### src/rtl/assert_fail_capture_if.sv
// assert_fail_capture_if
// Bundles the monitoring inputs and capture-record outputs of
// assert_fail_capture so the design and the host side share one port.
//   en, stop_in, ucf_in, host_ack          : host/source -> capture block
//   failure_o, halt_req, fail_src,
//   fail_time, fail_count, fail_ovf,
//   cycle_cnt                              : capture block -> host
// modport slave is the capture block; modport master is the host/sources.
interface assert_fail_capture_if #(
    parameter int TS_W  = 32,
    parameter int CNT_W = 8
);
    logic             en;
    logic             stop_in;
    logic             ucf_in;
    logic             host_ack;
    logic             failure_o;
    logic             halt_req;
    logic [1:0]       fail_src;
    logic [TS_W-1:0]  fail_time;
    logic [CNT_W-1:0] fail_count;
    logic             fail_ovf;
    logic [TS_W-1:0]  cycle_cnt;

    modport slave (
        input  en, stop_in, ucf_in, host_ack,
        output failure_o, halt_req, fail_src, fail_time, fail_count,
               fail_ovf, cycle_cnt
    );

    modport master (
        output en, stop_in, ucf_in, host_ack,
        input  failure_o, halt_req, fail_src, fail_time, fail_count,
               fail_ovf, cycle_cnt
    );
endinterface

### src/rtl/assert_fail_capture.sv
// assert_fail_capture
// Registers and edge-detects the stop / ucf assertion sources feeding the
// emulation FAILURE net, timestamps and records the first failure, counts
// every failure (saturating) and raises halt_req until the host acks.
// After an ack the block waits for both sources to go quiet before
// re-arming, so a still-asserted source cannot retrigger a capture.
// Ports:
//   clk  : rising-edge clock
//   rst  : synchronous active-high reset
//   bus  : assert_fail_capture_if.slave (see interface header)
module assert_fail_capture #(
    parameter int TS_W  = 32,
    parameter int CNT_W = 8
) (
    input  logic                  clk,
    input  logic                  rst,
    assert_fail_capture_if.slave  bus
);
    typedef enum logic [1:0] {IDLE = 2'd0, HOLD = 2'd1, DRAIN = 2'd2} state_t;

    state_t           state_q, state_d;
    logic             stop_q, stop_qq, ucf_q, ucf_qq;
    logic [TS_W-1:0]  cycle_q, cycle_d;
    logic [CNT_W-1:0] cnt_q, cnt_d;
    logic [1:0]       src_q, src_d;
    logic [TS_W-1:0]  time_q, time_d;
    logic             ovf_q, ovf_d;

    logic [1:0] edge_w;
    logic       ev;
    logic       active;
    logic       capture;
    logic       ovf_set;
    logic       halt;

    assign edge_w = {ucf_q & ~ucf_qq, stop_q & ~stop_qq};
    assign ev     = bus.en & (|edge_w);
    assign active = stop_q | ucf_q;

    // State register
    always_ff @(posedge clk) begin
        if (rst) state_q <= IDLE;
        else     state_q <= state_d;
    end

    // Next-state logic
    always_comb begin
        state_d = state_q;
        unique case (state_q)
            IDLE:    if (ev) state_d = HOLD;
            HOLD:    if (bus.host_ack) state_d = active ? DRAIN : IDLE;
            // With en low the FSM is frozen, so draining waits for en too.
            DRAIN:   if (bus.en && !active) state_d = IDLE;
            default: state_d = IDLE;
        endcase
    end

    // Output / control decode
    always_comb begin
        capture = (state_q == IDLE) && ev;
        ovf_set = (state_q != IDLE) && ev;
        halt    = (state_q == HOLD);
    end

    // Datapath next-state
    always_comb begin
        cycle_d = bus.en ? cycle_q + 1'b1 : cycle_q;
        cnt_d   = (ev && cnt_q != {CNT_W{1'b1}}) ? cnt_q + 1'b1 : cnt_q;
        src_d   = src_q;
        time_d  = time_q;
        ovf_d   = ovf_q;
        if (capture) begin
            src_d  = edge_w;
            time_d = cycle_q;
            ovf_d  = 1'b0;
        end else if (ovf_set) begin
            ovf_d  = 1'b1;
        end
    end

    always_ff @(posedge clk) begin
        if (rst) begin
            stop_q  <= 1'b0;
            stop_qq <= 1'b0;
            ucf_q   <= 1'b0;
            ucf_qq  <= 1'b0;
            cycle_q <= '0;
            cnt_q   <= '0;
            src_q   <= '0;
            time_q  <= '0;
            ovf_q   <= 1'b0;
        end else begin
            // Sampling flops run regardless of en, so edges during en=0 are lost.
            stop_q  <= bus.stop_in;
            stop_qq <= stop_q;
            ucf_q   <= bus.ucf_in;
            ucf_qq  <= ucf_q;
            cycle_q <= cycle_d;
            cnt_q   <= cnt_d;
            src_q   <= src_d;
            time_q  <= time_d;
            ovf_q   <= ovf_d;
        end
    end

    assign bus.failure_o  = active;
    assign bus.halt_req   = halt;
    assign bus.fail_src   = src_q;
    assign bus.fail_time  = time_q;
    assign bus.fail_count = cnt_q;
    assign bus.fail_ovf   = ovf_q;
    assign bus.cycle_cnt  = cycle_q;
endmodule

### src/flat_wrapper.sv
// flat-port wrapper written by rule: the top's interface ports become plain ports
module assert_fail_capture_flat 
#(
    parameter int TS_W  = 32,
    parameter int CNT_W = 8
)
  (clk, rst, bus_en, bus_stop_in, bus_ucf_in, bus_host_ack, bus_failure_o, bus_halt_req, bus_fail_src, bus_fail_time, bus_fail_count, bus_fail_ovf, bus_cycle_cnt);
  assert_fail_capture_if #(.TS_W(TS_W), .CNT_W(CNT_W)) bus_i ();
  input  logic clk;
  input  logic rst;
  input wire logic [$bits(bus_i.en)-1:0] bus_en;
  input wire logic [$bits(bus_i.stop_in)-1:0] bus_stop_in;
  input wire logic [$bits(bus_i.ucf_in)-1:0] bus_ucf_in;
  input wire logic [$bits(bus_i.host_ack)-1:0] bus_host_ack;
  output wire logic [$bits(bus_i.failure_o)-1:0] bus_failure_o;
  output wire logic [$bits(bus_i.halt_req)-1:0] bus_halt_req;
  output wire logic [$bits(bus_i.fail_src)-1:0] bus_fail_src;
  output wire logic [$bits(bus_i.fail_time)-1:0] bus_fail_time;
  output wire logic [$bits(bus_i.fail_count)-1:0] bus_fail_count;
  output wire logic [$bits(bus_i.fail_ovf)-1:0] bus_fail_ovf;
  output wire logic [$bits(bus_i.cycle_cnt)-1:0] bus_cycle_cnt;
  assign bus_i.en = bus_en;
  assign bus_i.stop_in = bus_stop_in;
  assign bus_i.ucf_in = bus_ucf_in;
  assign bus_i.host_ack = bus_host_ack;
  assign bus_failure_o = bus_i.failure_o;
  assign bus_halt_req = bus_i.halt_req;
  assign bus_fail_src = bus_i.fail_src;
  assign bus_fail_time = bus_i.fail_time;
  assign bus_fail_count = bus_i.fail_count;
  assign bus_fail_ovf = bus_i.fail_ovf;
  assign bus_cycle_cnt = bus_i.cycle_cnt;
  assert_fail_capture #(.TS_W(TS_W), .CNT_W(CNT_W)) u_core (.clk(clk), .rst(rst), .bus(bus_i));
endmodule
### config.mk
export PLATFORM = sky130hd
export DESIGN_NAME = assert_fail_capture_flat
export DESIGN_NICKNAME = d
export VERILOG_FILES = /design/src/rtl/assert_fail_capture_if.sv /design/src/rtl/assert_fail_capture.sv /design/src/flat_wrapper.sv
export SDC_FILE = /design/constraint.sdc
export NUM_CORES = 1
export LEC_CHECK = 0
export ABC_AREA = 1
export CAP_MARGIN = 10
export CORE_ASPECT_RATIO = 0.8
export CORE_MARGIN = 2
export CORE_UTILIZATION = 45
export DETAILED_ROUTE_END_ITERATION = 6
export HOLD_SLACK_MARGIN = 0.03
export PLACE_DENSITY_LB_ADDON = 0.08
export REMOVE_ABC_BUFFERS = 1
export SYNTH_ARGS = -nofsm -noshare
export SYNTH_HDL_FRONTEND = slang
export SYNTH_SLANG_ARGS = --single-unit
export TNS_END_PERCENT = 5
### constraint.sdc
create_clock -name clk -period 1.5 [get_ports clk]
set_clock_uncertainty 0.15 [all_clocks]
set_input_delay 0.225 -clock clk [delete_from_list [all_inputs] [get_ports clk]]
set_output_delay 0.225 -clock clk [all_outputs]
set_load 0.05 [all_outputs]
* After elaboration in Yosys (flattened, before gate mapping) *
Index checks and enable logic that the tools add are counted.

word-level totals
  memories kept = 0
  ROM bits = 0
  RAM bits = 0
  word-level logic and storage cells = 39
  flip-flop bits (word level) = 81
  bits in latches = 0

operators by class
  order comparisons = 0
  shifts and indexed selects = 0
  multiplexer cells = 5
  equality and inequality tests = 6
  div/mod/pow operators = 0
  add/subtract/negate cells = 2
  multiply operators = 0
  bitwise operators = 6
  reductions and logical operators = 10

operators by type and width
  operator               number
  $add 32x1->32 const B  1
  $add 8x1->8 const B    1
  $mux 2                 4
  $ne 8x8->1 const B     1
  $pmux 2 s3             1
  $logic_and 1x1->1      4
  $ne 2x1->1 const B     2
  $reduce_or 2->1        2
  $and 1x1->1            3
  $reduce_and 3->1       1
  $eq 2x1->1 const B     1
  $eq 2x2->1 const B     1
  $logic_not 2->1        1
  $ne 2x2->1 const B     1
  $not 1->1              2
  $reduce_bool 2->1      1
  $logic_not 1->1        1
  $or 1x1->1             1

* Longest topological paths before layout *
  depth after elaboration = 6
  depth in mapped cells = 10
  gate-level depth less buffers = 10

* Worst setup path after synthesis *
Ideal clock, no wire load.

  path kind = flip-flop to flip-flop
  start = reg u_core.cycle_q[0], in the netlist u_core.bus.cycle_cnt[0]
  end = reg u_core.cycle_q[14], in the netlist u_core.bus.cycle_cnt[14]
  cell stages (with the launch flop) = 11
  setup slack = -0.502 ns
  clock period less this slack = 2.002 ns
  arrival = 1.737 ns
  path buffers = 0
  required time = 1.235 ns
  cell sequence = dfxtp_1 > ha_1 > nand2_1 > nor2_2 > nand2_1 > nor2_2 > nand2_2 > nor2_2 > nand2_1 > nand2_1 > nor2_1

between the ends
  word-level cells in the longest chain between the ends = 1

RTL lines
  item                    RTL line                   RTL
  start, declared         assert_fail_capture.sv:23  logic [TS_W-1:0] cycle_q, cycle_d;
  start signal, assigned  assert_fail_capture.sv:98  cycle_q <= cycle_d;
  $add 32x1->32           assert_fail_capture.sv:67  cycle_d = bus.en ? cycle_q + 1'b1 : cycle_q;

No other way between the ends.
A chain may end at the register's enable or synchronous reset.

* Worst setup path after layout *
  start = reg u_core.cycle_q[24], in the netlist u_core.bus.cycle_cnt[24]
  end = reg u_core.cycle_q[29], in the netlist u_core.bus.cycle_cnt[29]

Same word-level chain as after synthesis.

==> impl_metrics.json <==
{
  "status": "finished, violations left",
  "violations": "setup timing",
  "fin_crit_sh": 1.15,
  "cellInternalPower_mw": 3.52,
  "cts_tree": "built",
  "hold_slack_ns": 0.229,
  "grt_max_degree": 27,
  "synth.yosys.seq_area_share": 0.456,
  "fp-row-count": 28,
  "synth_area_leaders": "dfxtp_1 (46%), nand2_1 (12%), a21oi_1 (7.9%), nor2_1 (7.1%), inv_1 (4.6%)",
  "period_needed_ns": 1.72,
  "start_util": 0.472,
  "ioPinCount": 83,
  "die_area_um2": 8640,
  "grt_pass1_vias": 3810,
  "cp-end-kind": "flop",
  "dpl_cell_area_um2": 5800,
  "clock_latency_ns": 0.35,
  "core_area_um2": 7530,
  "die_h_um": 83.5,
  "area_growth_syn_to_layout_pct": 75.5,
  "dr.pass1.iters": 5,
  "seqPwrFrac": 0.478,
  "cts_hold_buf": 0,
  "dpl.hpwl_um": 7670,
  "nFillCells": 435,
  "worstPathRequired_ns": 1.59,
  "netlist_area_um2": 3560,
  "p_leak_nw": 2.54,
  "p_sw_mw": 1.21,
  "grt.total_usage": 0.254,
  "finalSetupViolations": 16,
  "cp.arrival_ns": 1.81,
  "pwr-share-clk": 0.365,
  "stdcell_area_um2": 6240,
  "slew_headroom": 0.752,
  "port_buffers": 82,
  "worst_pin_slew_ns": 0.369,
  "drc": 0,
  "yosys_warnings": 0,
  "min_path_type": "in2reg",
  "fmax_ghz": 0.581,
  "grt_pass1_wl_um": 17500,
  "drive_gt1_frac": 0.351,
  "p_total_mw": 4.74,
  "synth-seq-cells": 81,
  "rsz0062_at_grt": "yes",
  "startpoint_type": "flop",
  "layout_commonest_cell": "nand2_1",
  "ctsRootBufferMaster": "clkbuf_8",
  "switching_share": 0.256,
  "place_congestion": 0.856,
  "tns_ns": -1.54,
  "antenna_found_initial": 0,
  "cts_buffer_depth": 2,
  "clk_pin_slew_ns": 0.08,
  "antenna_left": 0,
  "htree_levels": 3,
  "avgViaCountPerCell": 5.30,
  "vias": 3984,
  "grt.overflow.total": 0,
  "cap_violations": 0,
  "die_width_um": 103,
  "final_cell_mix": "nand2_1 (108), buf_12 (82), dfxtp_1 (74)",
  "drv_slew": 0,
  "antennaDiodeCount": 0,
  "powerDensity_nw_per_um2": 759,
  "yosysTopAreaCellShare": 0.456,
  "path_max_fanout": 5,
  "fin_nets": 651,
  "cts_made_buffers": 9,
  "clock-sinks": 81,
  "drt-initial-drc-count": 321,
  "synth.distinct_cells": 34,
  "vdd_ir_drop_max_v": 0.000681,
  "syn_inst": 488,
  "multi_input_area_um2": 1830,
  "hold_viol": 0,
  "synth_area_per_cell_um2": 7.29,
  "wl_per_cell_um": 15.5,
  "seq_area_um2": 1640,
  "wl_um": 11600,
  "crit_type": "reg2reg",
  "worst_slack_ns": -0.222,
  "yosysTopAreaCell": "dfxtp_1",
  "p_comb_frac": 0.158
}
==> cells by family after synthesis <==
logic type,Yosys count,synth area share
DFF,81,0.456
buffers and inverters,65,0.0752
and+or+nand+nor,238,0.305
xor gates and xnor gates,8,0.0197
adders and majority gates,2,0.00703
AOI/OAI and AO/OA,94,0.138
==> path summary, 6_finish.rpt <==
kind | start | endpoint | slack, ns | cells after the start
max reg2reg | u_core.bus.cycle_cnt[24] | u_core.bus.cycle_cnt[29] | -0.22 | 7
max | u_core.bus.cycle_cnt[24] | u_core.bus.cycle_cnt[29] | -0.22 | 7
min reg2reg | u_core.ucf_q | u_core.ucf_qq | 0.32 | 2
min | bus_ucf_in | u_core.ucf_q | 0.23 | 3
==> worst max-delay path: stages (launching register included) <==
cell and delay, ns:
dfxtp_1 0.41, nand2_1 0.10, nor2_1 0.21, nand2_1 0.11, nor3_1 0.31, nand3_1 0.16, nand2_1 0.11, nor2_1 0.05
==> cells in the mapped netlist (all sizes together) <==
cell,count
buf,10
inv,49
nor3,7
xnor2,6
nand2,122
nor2,77
nand3,19
and2,1
clkinv,1
xor2,2
nand4,10
o211ai,1
dfxtp,81
o21ai,33
clkbuf,5
a31oi,3
a21oi,56
ha,2
nor3b,2
o21bai,1
==> power by group through the flow <==
| stage | clock network [mW] | logic [mW] | registers [mW] |
|---|---|---|---|
| after floorplan | 0 | 0.145 | 2.46 |
| after global placement | 0 | 0.692 | 2.31 |
| after detailed placement | 0 | 0.706 | 2.31 |
| after CTS | 1.73 | 0.724 | 2.26 |
| after global routing | 1.83 | 0.784 | 2.27 |
| final | 1.73 | 0.746 | 2.26 |
==> metal layers <==
metal	wire, um	GRT usage	part of all wire	up-vias
met4	310	0.0885	0.027	0
li1	-	-	-	1887
met1	4730	0.319	0.41	1882
met2	5840	0.417	0.50	170
met3	769	0.0645	0.066	45
met5	0	0	0	-
==> layout make-up <==
class	instances	area share
timing repair buffer	158	0.359
tap	105	0.0210
inverter	50	0.0309
multi-input combinational	343	0.293
sequential	81	0.262
clock buffer	12	0.0232
clock inverter	3	0.0104
==> state kept, by name, summed over array words and instances, names as in the netlist <==
register	cells
u_core.bus.cycle_cnt	32
u_core.bus.fail_ovf	1
u_core.ucf_q	1
u_core.stop_q	1
u_core.bus.fail_count	8
u_core.bus.fail_time	32
u_core.state_q	2
u_core.ucf_qq	1
u_core.stop_qq	1
u_core.bus.fail_src	2
==> repair_timing <==
item | CTS | global route
pin swaps | 11 | 10
setup endpoints to repair | 25 | 54
gates resized for setup | 18 | 38
gates cloned | 1 | 0
setup buffers | 4 | 1
==> through the flow <==
step | cells | utilization | setup WS [ns]
finish | 752 | 0.829 | -0.222
global route | 752 | 0.829 | -0.275
CTS | 751 | 0.811 | -0.0790
detailed placement | 731 | 0.770 | -0.449
global placement | 731 | 0.770 | -0.334
floorplan | 473 | - | -0.518
Note: power is estimated with default switching activity, not from simulation.
